==> src/rtl/noc_credit_sink.sv <==
// Terminates a credit-based router output port into a valid/ready stream.
// Flits are buffered in a FIFO; one credit returns per accepted flit, and sticky flags catch protocol errors.
module noc_credit_sink #(
    parameter int unsigned FLIT_WIDTH   = 32,
    parameter int unsigned DEST_WIDTH   = 4,
    parameter int unsigned BUFFER_DEPTH = 4
) (
    input  logic                                clk,
    input  logic                                rst,
    input  logic [FLIT_WIDTH-1:0]               data_in,
    input  logic [DEST_WIDTH-1:0]               dest_in,
    input  logic                                is_tail_in,
    input  logic                                send_in,
    output logic                                credit_out,
    output logic                                out_tvalid,
    input  logic                                out_tready,
    output logic [FLIT_WIDTH-1:0]               out_tdata,
    output logic [DEST_WIDTH-1:0]               out_tdest,
    output logic                                out_tlast,
    output logic [$clog2(BUFFER_DEPTH):0]       occupancy,
    output logic                                err_overflow,
    output logic                                err_dest
);

    localparam int unsigned PTR_W = $clog2(BUFFER_DEPTH);
    localparam int unsigned OCC_W = PTR_W + 1;

    typedef struct packed {
        logic [FLIT_WIDTH-1:0] data;
        logic [DEST_WIDTH-1:0] dest;
        logic                  tail;
    } flit_t;

    typedef enum logic {
        IDLE   = 1'b0,
        IN_PKT = 1'b1
    } state_t;

    flit_t                 mem [BUFFER_DEPTH];
    flit_t                 in_flit_c;
    flit_t                 head_q;
    flit_t                 head_next_c;
    logic [PTR_W-1:0]      wr_ptr;
    logic [PTR_W-1:0]      rd_ptr;
    logic [PTR_W-1:0]      rd_ptr_next_c;
    logic [OCC_W-1:0]      occ_next_c;
    logic                  full_c;
    logic                  pop_c;
    logic                  push_c;
    logic                  overflow_c;
    state_t                state;
    state_t                state_next_c;
    logic [DEST_WIDTH-1:0] pkt_dest;
    logic [DEST_WIDTH-1:0] pkt_dest_next_c;
    logic                  dest_err_c;

    assign in_flit_c  = '{data: data_in, dest: dest_in, tail: is_tail_in};
    assign full_c     = (occupancy == OCC_W'(BUFFER_DEPTH));
    assign pop_c      = out_tvalid && out_tready;
    // A full FIFO still accepts a push when the head leaves in the same cycle.
    assign push_c     = send_in && (!full_c || pop_c);
    assign overflow_c = send_in && full_c && !pop_c;

    assign out_tdata = head_q.data;
    assign out_tdest = head_q.dest;
    assign out_tlast = head_q.tail;

    // Next read pointer, occupancy and head entry; head is registered so out_t* are flop outputs.
    always_comb begin
        rd_ptr_next_c = pop_c ? rd_ptr + PTR_W'(1) : rd_ptr;
        occ_next_c    = occupancy;
        if (push_c && !pop_c) begin
            occ_next_c = occupancy + OCC_W'(1);
        end else if (pop_c && !push_c) begin
            occ_next_c = occupancy - OCC_W'(1);
        end
        if (push_c && (rd_ptr_next_c == wr_ptr)) begin
            head_next_c = in_flit_c;
        end else begin
            head_next_c = mem[rd_ptr_next_c];
        end
    end

    always_ff @(posedge clk) begin
        if (push_c) begin
            mem[wr_ptr] <= in_flit_c;
        end
    end

    always_ff @(posedge clk) begin
        if (rst) begin
            wr_ptr       <= '0;
            rd_ptr       <= '0;
            occupancy    <= '0;
            head_q       <= '0;
            out_tvalid   <= 1'b0;
            credit_out   <= 1'b0;
            err_overflow <= 1'b0;
            err_dest     <= 1'b0;
        end else begin
            if (push_c) begin
                wr_ptr <= wr_ptr + PTR_W'(1);
            end
            rd_ptr     <= rd_ptr_next_c;
            occupancy  <= occ_next_c;
            head_q     <= head_next_c;
            out_tvalid <= (occ_next_c != '0);
            credit_out <= pop_c;
            if (overflow_c) begin
                err_overflow <= 1'b1;
            end
            if (dest_err_c) begin
                err_dest <= 1'b1;
            end
        end
    end

    // Packet tracking state register.
    always_ff @(posedge clk) begin
        if (rst) begin
            state    <= IDLE;
            pkt_dest <= '0;
        end else begin
            state    <= state_next_c;
            pkt_dest <= pkt_dest_next_c;
        end
    end

    // Packet FSM advances only on accepted pushes; dropped flits are ignored.
    always_comb begin
        state_next_c    = state;
        pkt_dest_next_c = pkt_dest;
        dest_err_c      = 1'b0;
        if (push_c) begin
            case (state)
                IDLE: begin
                    if (!is_tail_in) begin
                        pkt_dest_next_c = dest_in;
                        state_next_c    = IN_PKT;
                    end
                end
                IN_PKT: begin
                    if (dest_in != pkt_dest) begin
                        dest_err_c = 1'b1;
                    end
                    if (is_tail_in) begin
                        state_next_c = IDLE;
                    end
                end
                default: state_next_c = IDLE;
            endcase
        end
    end

endmodule

==> config.mk <==
export PLATFORM = sky130hd
export DESIGN_NAME = noc_credit_sink
export DESIGN_NICKNAME = d
export VERILOG_FILES = /design/src/rtl/noc_credit_sink.sv
export SDC_FILE = /design/constraint.sdc
export NUM_CORES = 1
export LEC_CHECK = 0
export CORE_MARGIN = 2
export CORE_UTILIZATION = 50
export DETAILED_ROUTE_END_ITERATION = 8
export HOLD_SLACK_MARGIN = 0.06
export PLACE_DENSITY_LB_ADDON = 0.1
export SYNTH_ARGS = -nofsm -noshare
export SYNTH_HDL_FRONTEND = slang
export SYNTH_SLANG_ARGS = --single-unit
==> constraint.sdc <==
create_clock -name clk -period 6.7 [get_ports clk]
set_input_delay 1.34 -clock clk [delete_from_list [all_inputs] [get_ports clk]]
set_output_delay 1.34 -clock clk [all_outputs]
set_load 0.05 [all_outputs]
==> results of run 1 <==
## logic make-up (layout without fill, tap and decap cells)
logic type | Yosys count | in the layout | share of synthesized area [%]
buffers and inverters | 40 | 135 | 2.610
and+or+nand+nor | 31 | 31 | 2.034
DFF | 201 | 201 | 70.46
AOI/OAI and AO/OA | 90 | 90 | 11.00
muxes | 44 | 44 | 11.67
adders and majority gates | 7 | 7 | 1.121
xor gates and xnor gates | 9 | 9 | 1.105
## state kept, by name (all words and copies together) (netlist names)
| signal | cells |
|---|---|
| credit_out | 1 |
| err_dest | 1 |
| err_overflow | 1 |
| mem | 148 |
| occupancy | 3 |
| out_tdata | 32 |
| out_tdest | 4 |
| out_tlast | 1 |
| out_tvalid | 1 |
| pkt_dest | 4 |
| rd_ptr | 2 |
| state | 1 |
| wr_ptr | 2 |
## through the flow
step                      hold WS, ns  utilization (%)  cell area (um2)  std cells
after floorplan                0.4853                -             7814        422
after global placement         0.4817            58.05             8857        691
after detailed placement       0.4687            58.05             8857        691
after CTS                      0.4829            62.18             9488        728
after global routing           0.5175            62.18             9488        728
final                          0.4767            62.18             9488        728
## where the power goes
part           internal (W)  leakage [nW]  switching [W]  total, W
sequential          0.00152          1.80      0.0000707   0.00159
clock              0.000624         0.304       0.000429   0.00105
combinational      0.000527          1.14       0.000781   0.00131
total               0.00267          3.24        0.00128   0.00395
## placed cells by master (no fill, tap or decap), types with 2 or more instances in the layout
cell type / n
edfxtp_1: 148
clkdlybuf4s50_1: 84
dfxtp_1: 53
o2111a_1: 37
mux4_2: 35
clkbuf_16: 21
a31o_1: 19
a31o_2: 18
nor2_1: 13
clkbuf_1: 9
buf_4: 8
xnor2_1: 7
ha_1: 7
mux2i_1: 6
inv_1: 5
nand2_1: 4
and2_2: 4
clkbuf_8: 4
and2_1: 3
o21ai_4: 2
o221a_2: 2
nor2b_1: 2
a31oi_1: 2
mux4_1: 2
## tightest hold or removal path, stage by stage (launching register included)
cell and delay, ns:
dfxtp_1 0.33, a31oi_1 0.04, nor2_1 0.07
## worst max-delay path by stage
stage	startpoint	endpoint	slack [ns]
after CTS	out_tready	mem[2][5]	3.15
after global placement	out_tready	mem[3][9]	2.74
final	out_tready	mem[2][6]	3.15
after detailed placement	out_tready	mem[2][7]	2.65
after floorplan	send_in	mem[1][0]	3.25
after global routing	out_tready	mem[2][6]	2.98
## routing by layer
metal  share of wire [%]  vias to the layer above  GRT usage [%]
met4                 1.5                        0          6.266
met5                   0                        -              0
met3                 4.4                       16          2.808
met2                  50                      109          32.40
met1                  44                     2161          26.74
li1                    -                     1914              -
## area by class of cell
cell class / instances / share of cell area [%]
Multi-Input combinational cell: 181 / 22.81
Clock buffer: 34 / 6.475
Clock inverter: 3 / 0.1714
Sequential cell: 201 / 58.02
Tap cell: 211 / 2.783
Timing Repair Buffer: 92 / 9.495
Inverter: 6 / 0.2374
==> impl_results.md, run 1 <==
* Status: finished, final reports clean
* Clk_skew at 0.007271 ns
* Largest net degree at the start of global routing at 59
* Leading area contributor after synthesis: edfxtp_1
* Cells after Synth at 422
* Reg2reg end: mem[2][6]
* Top post-synthesis cells by area: edfxtp_1 57%, dfxtp_1 14%, mux4_2 10%, o2111a_1 5.3%, a31o_1 2.1%
* Vias per std cell at 5.769
* First-pass GRT wire length at 24500 um
* PwrDens at 416.5 nW/um2
* Filler cells at 1118
* CTS tree: yes
* CP max stage cell: and2_2
* Rel. slew slack at around a quarter
* Leakage power at about 3.2 nW
* Count leader, synth: edfxtp_1
* Die Span X at about 130 um
* Final Power at 0.003952 W
* FP Rows at 45
* Hold Buf Count CTS at 0
* # diodes at 0
* Post-Syn Area per Cell at 18.52 um2
* Clk sinks at 201
* Clk root buf: clkbuf_16
* Max VDD drop at 0.2545 mV
* I/O Buffers at 84
* Seq/Total Area, Yosys at between 70 and 80%
* Final setup viols at 0
* Ys async rst share at 0%
* Final Hold Viols at 0
* Worst hold endpoint: err_overflow
* Fin crit share at 52.95%
* Critical path's largest stage delay at 1.01 ns
* Critical-path cell list: clkdlybuf4s50_1, nand2_1, a21boi_1, and2_2
* Reg2Reg Depth at 5
* Area share of the largest cell type after synthesis at between 50% and 60%
* Hold WC Path Type: flip-flop to flip-flop
* Die height at 129.0 um
* Syn nets at 470
* Hold depth at 2
* CP top delay family: simple AND/OR/NAND/NOR gates
* DRC at 0
* Worst reg2reg setup slack at 3.89 ns
* CTS resizes at 0
* Setup TNS Final at 0 ns
* Top cells by count, synth: 148 x edfxtp_1, 53 x dfxtp_1, 37 x o2111a_1
* Area grow syn2layout at 21.43%
* Top FF cell, synth: edfxtp_1
* Initial DRC count at 368
* Crit path capture type: flip-flop
* Max-Cap Viols at 0
* Initial antenna violation count at 0
* Final wirelength at 15610 um
* Footprint of the multi-input gates at roughly 2200 um2
* ANT nets after route at 0
* WL per Instance at 21.44 um
* CP Data Required Time at 6.79 ns
* Initial Util at 51.21%
* Top Ports at 85
* Worst path bufs/invs at 1
* Distinct cell type count of the synthesized netlist at 42
* CP arrival at 3.64 ns
* Final Critical Period at 3.548 ns
* Place WS at 2.647 ns
* Slew @ Worst Pin at 1.110 ns
* CP Max Fanout at 37
* Total iterations of the first detailed-routing run at 4
* Overall Global Routing Usage at 19.42%
* Worst-Skew Late Latency at ~0.48 ns
* TritonCTS buffer count at 21
* Post-synth EDFFs at 148
* CP startpoint kind: input port
* Clk buf depth at 3
* Hold Crit Start: err_overflow
* Reg2Reg Launch Point: occupancy[0]
* RSZ-0062 raised after global routing: false
* Final Max Tran Viols at 0
* Worst-path clk slew at 0.06 ns
* Proportion of layout cells with a drive suffix above 1 at 19.73%
* Critical Path Stages at 4
* Crit Path Category: input port to flip-flop
* Yosys warns at 0
* Gp weighted congestion at just over 0.7
* Core footprint at 15260 um2
* Final worst-path setup slack at about 3.2 ns
* Max H-tree Level at 1
* Peak Freq at 281.9 MHz
* Detail Placement HPWL at 8765 um
* Yosys reg bits at 201
* Syn Std Cell Area at just under 8000 um2
* Reg area at 5505 um2
* Die Area at roughly 17000 um2
* Vias at 4200
* Vias in the first global route at 4455
* # nets final at about 550
* Grt ovf at 0
* Setup bufs post-CTS at 0
No activity file was read; power rests on OpenSTA's default activity.
==> run 2: changes to the inputs <==
==> constraint.sdc (replaced) <==
create_clock -name clk -period 3.2 [get_ports clk]
set_input_delay 0.64 -clock clk [delete_from_list [all_inputs] [get_ports clk]]
set_output_delay 0.64 -clock clk [all_outputs]
set_load 0.05 [all_outputs]
==> impl_results.md, run 2 (synthesis gave the netlist of run 1 again) <==
* Status: finished, final reports clean
* Final wirelength at 16160 um
* CTS resizes at 0
* TritonCTS buffer count at 21
* CP Max Fanout at 29
* CTS tree: yes
* WL per Instance at 21.99 um
* Area grow syn2layout at 22.87%
* Commonest non-fill, non-tap cells in the layout: 148 x edfxtp_1, 84 x clkdlybuf4s50_1, 53 x dfxtp_1
* CP startpoint kind: input port
* Max-Cap Viols at 0
* Die Area at 16640 um2
* Hold WC Path Type: flip-flop to flip-flop
* Clk root buf: clkbuf_16
* Clk buf depth at 3
* Overall Global Routing Usage at 19.94%
* Grt ovf at 0
* Initial Util at 51.21%
* Total iterations of the first detailed-routing run at 4
* Worst-path clk slew at 0.06 ns
* Final Hold Viols at 0
* Peak Freq at 405.3 MHz
* Fin crit share at 77.11%
* DRC at 0
* CP arrival at 2.90 ns
* Reg2Reg Launch Point: rd_ptr[0]
* Initial DRC count at 372
* ANT nets after route at 0
* Slew @ Worst Pin at 1.021 ns
* Proportion of layout cells with a drive suffix above 1 at 20.42%
* Worst reg2reg setup slack at around 1 ns
* I/O Buffers at between 80 and 90
* Rel. slew slack at 31.68%
* Vias in the first global route at between 4000 and 5000
* CP startpoint: out_tready
* Max VDD drop at 0.5235 mV
* Hold Crit Start: err_overflow
* Vias at ~4300
* Die height at 129.0 um
* Final setup viols at 0
* Setup TNS Final at 0 ns
* Setup bufs post-CTS at 0
* Worst-Skew Late Latency at 0.49 ns
* CP Data Required Time at roughly 3.6 ns
* Clk sinks at 201
* Final Max Tran Viols at 0
* Initial antenna violation count at 0
* Post-DP Area at 8997 um2
* # nets final at 558
* Max reg flops at 148
* Most flops, register: mem
* Final Critical Period at 2.468 ns
* Core footprint at 15260 um2
* Vias per std cell at 5.819
* Hold Buf Count CTS at 0
* Most common cell after layout, fill and taps aside: edfxtp_1
* Gp weighted congestion at 0.7307
* Largest net degree at the start of global routing at 59
* Leakage power at 3.291 nW
* Max H-tree Level at 1
* Top Ports at 85
* Crit Path Category: input port to flip-flop
* Crit path capture type: flip-flop
* PwrDens at 864.5 nW/um2
* Final Instance Area at around 9600 um2
* Die Span X at 129.0 um
* First-pass GRT wire length at between 20000 and 30000 um
* FP Rows at between 40 and 50
* Clk_skew at 0.01432 ns
* Final Power at 0.008300 W
* RSZ-0062 raised after global routing: false
* Detail Placement HPWL at 8970 um
* # diodes at 0
==> run 2: cell types whose count changed in the layout (fill, tap and decap cells not counted) <==
cell and delta:
clkbuf_8 -3, clkinvlp_4 -1, clkinv_2 +1, buf_12 +7, clkinv_1 +6, clkbuf_1 -4, inv_6 +1
==> run 2: per-layer routing <==
metal  GRT usage [%]  vias to the layer above  routed length, um  share of wire [%]
li1                -                     1929                  -                  -
met3           3.675                       16                681                4.2
met5               0                        -                  0                  0
met2           33.96                      104               8215                 51
met4           4.604                        0                200                1.2
met1           27.13                     2228               7065                 44
==> run 2: critical path, stage by stage <==
cell             delay (ns)
clkdlybuf4s50_1        0.60
and2_4                 0.29
o21ai_4                0.09
o21ai_4                0.81
buf_4                  0.31
a31o_1                 0.15
==> run 2: final cells by class <==
cell class | instances | area (um2)
sequential | 201 | 5505
inverter | 6 | 22.52
clock inverter | 10 | 45.04
fill | 1121 | 5658
timing repair buffer | 99 | 1041
multi-input combinational | 181 | 2165
tap | 211 | 264.0
clock buffer | 27 | 558.0
==> run 2: final timing paths <==
check             cells past startpoint            end
hold / removal                        2   err_overflow
setup / recovery                      6  out_tdata[26]
setup reg to reg                      5  out_tdata[26]
hold reg to reg                       2   err_overflow
==> run 2: report_power, final <==
part           leakage, nW  total (W)  internal (W)  switching, W
Sequential            1.80    0.00333       0.00318      0.000154
Clock                0.295    0.00215       0.00123      0.000920
Combinational         1.20    0.00282       0.00116       0.00166
==> run 2: metrics by stage <==
stage	hold slack [ns]	worst slack [ns]	utilization, %	std cells
after CTS	0.4890	0.7221	62.92	735
after global routing	0.5316	0.6449	62.92	735
after floorplan	0.4853	0.1933	-	422
after global placement	0.4620	0.2838	58.97	698
final	0.4818	0.7324	62.92	735
after detailed placement	0.4699	0.2219	58.97	698
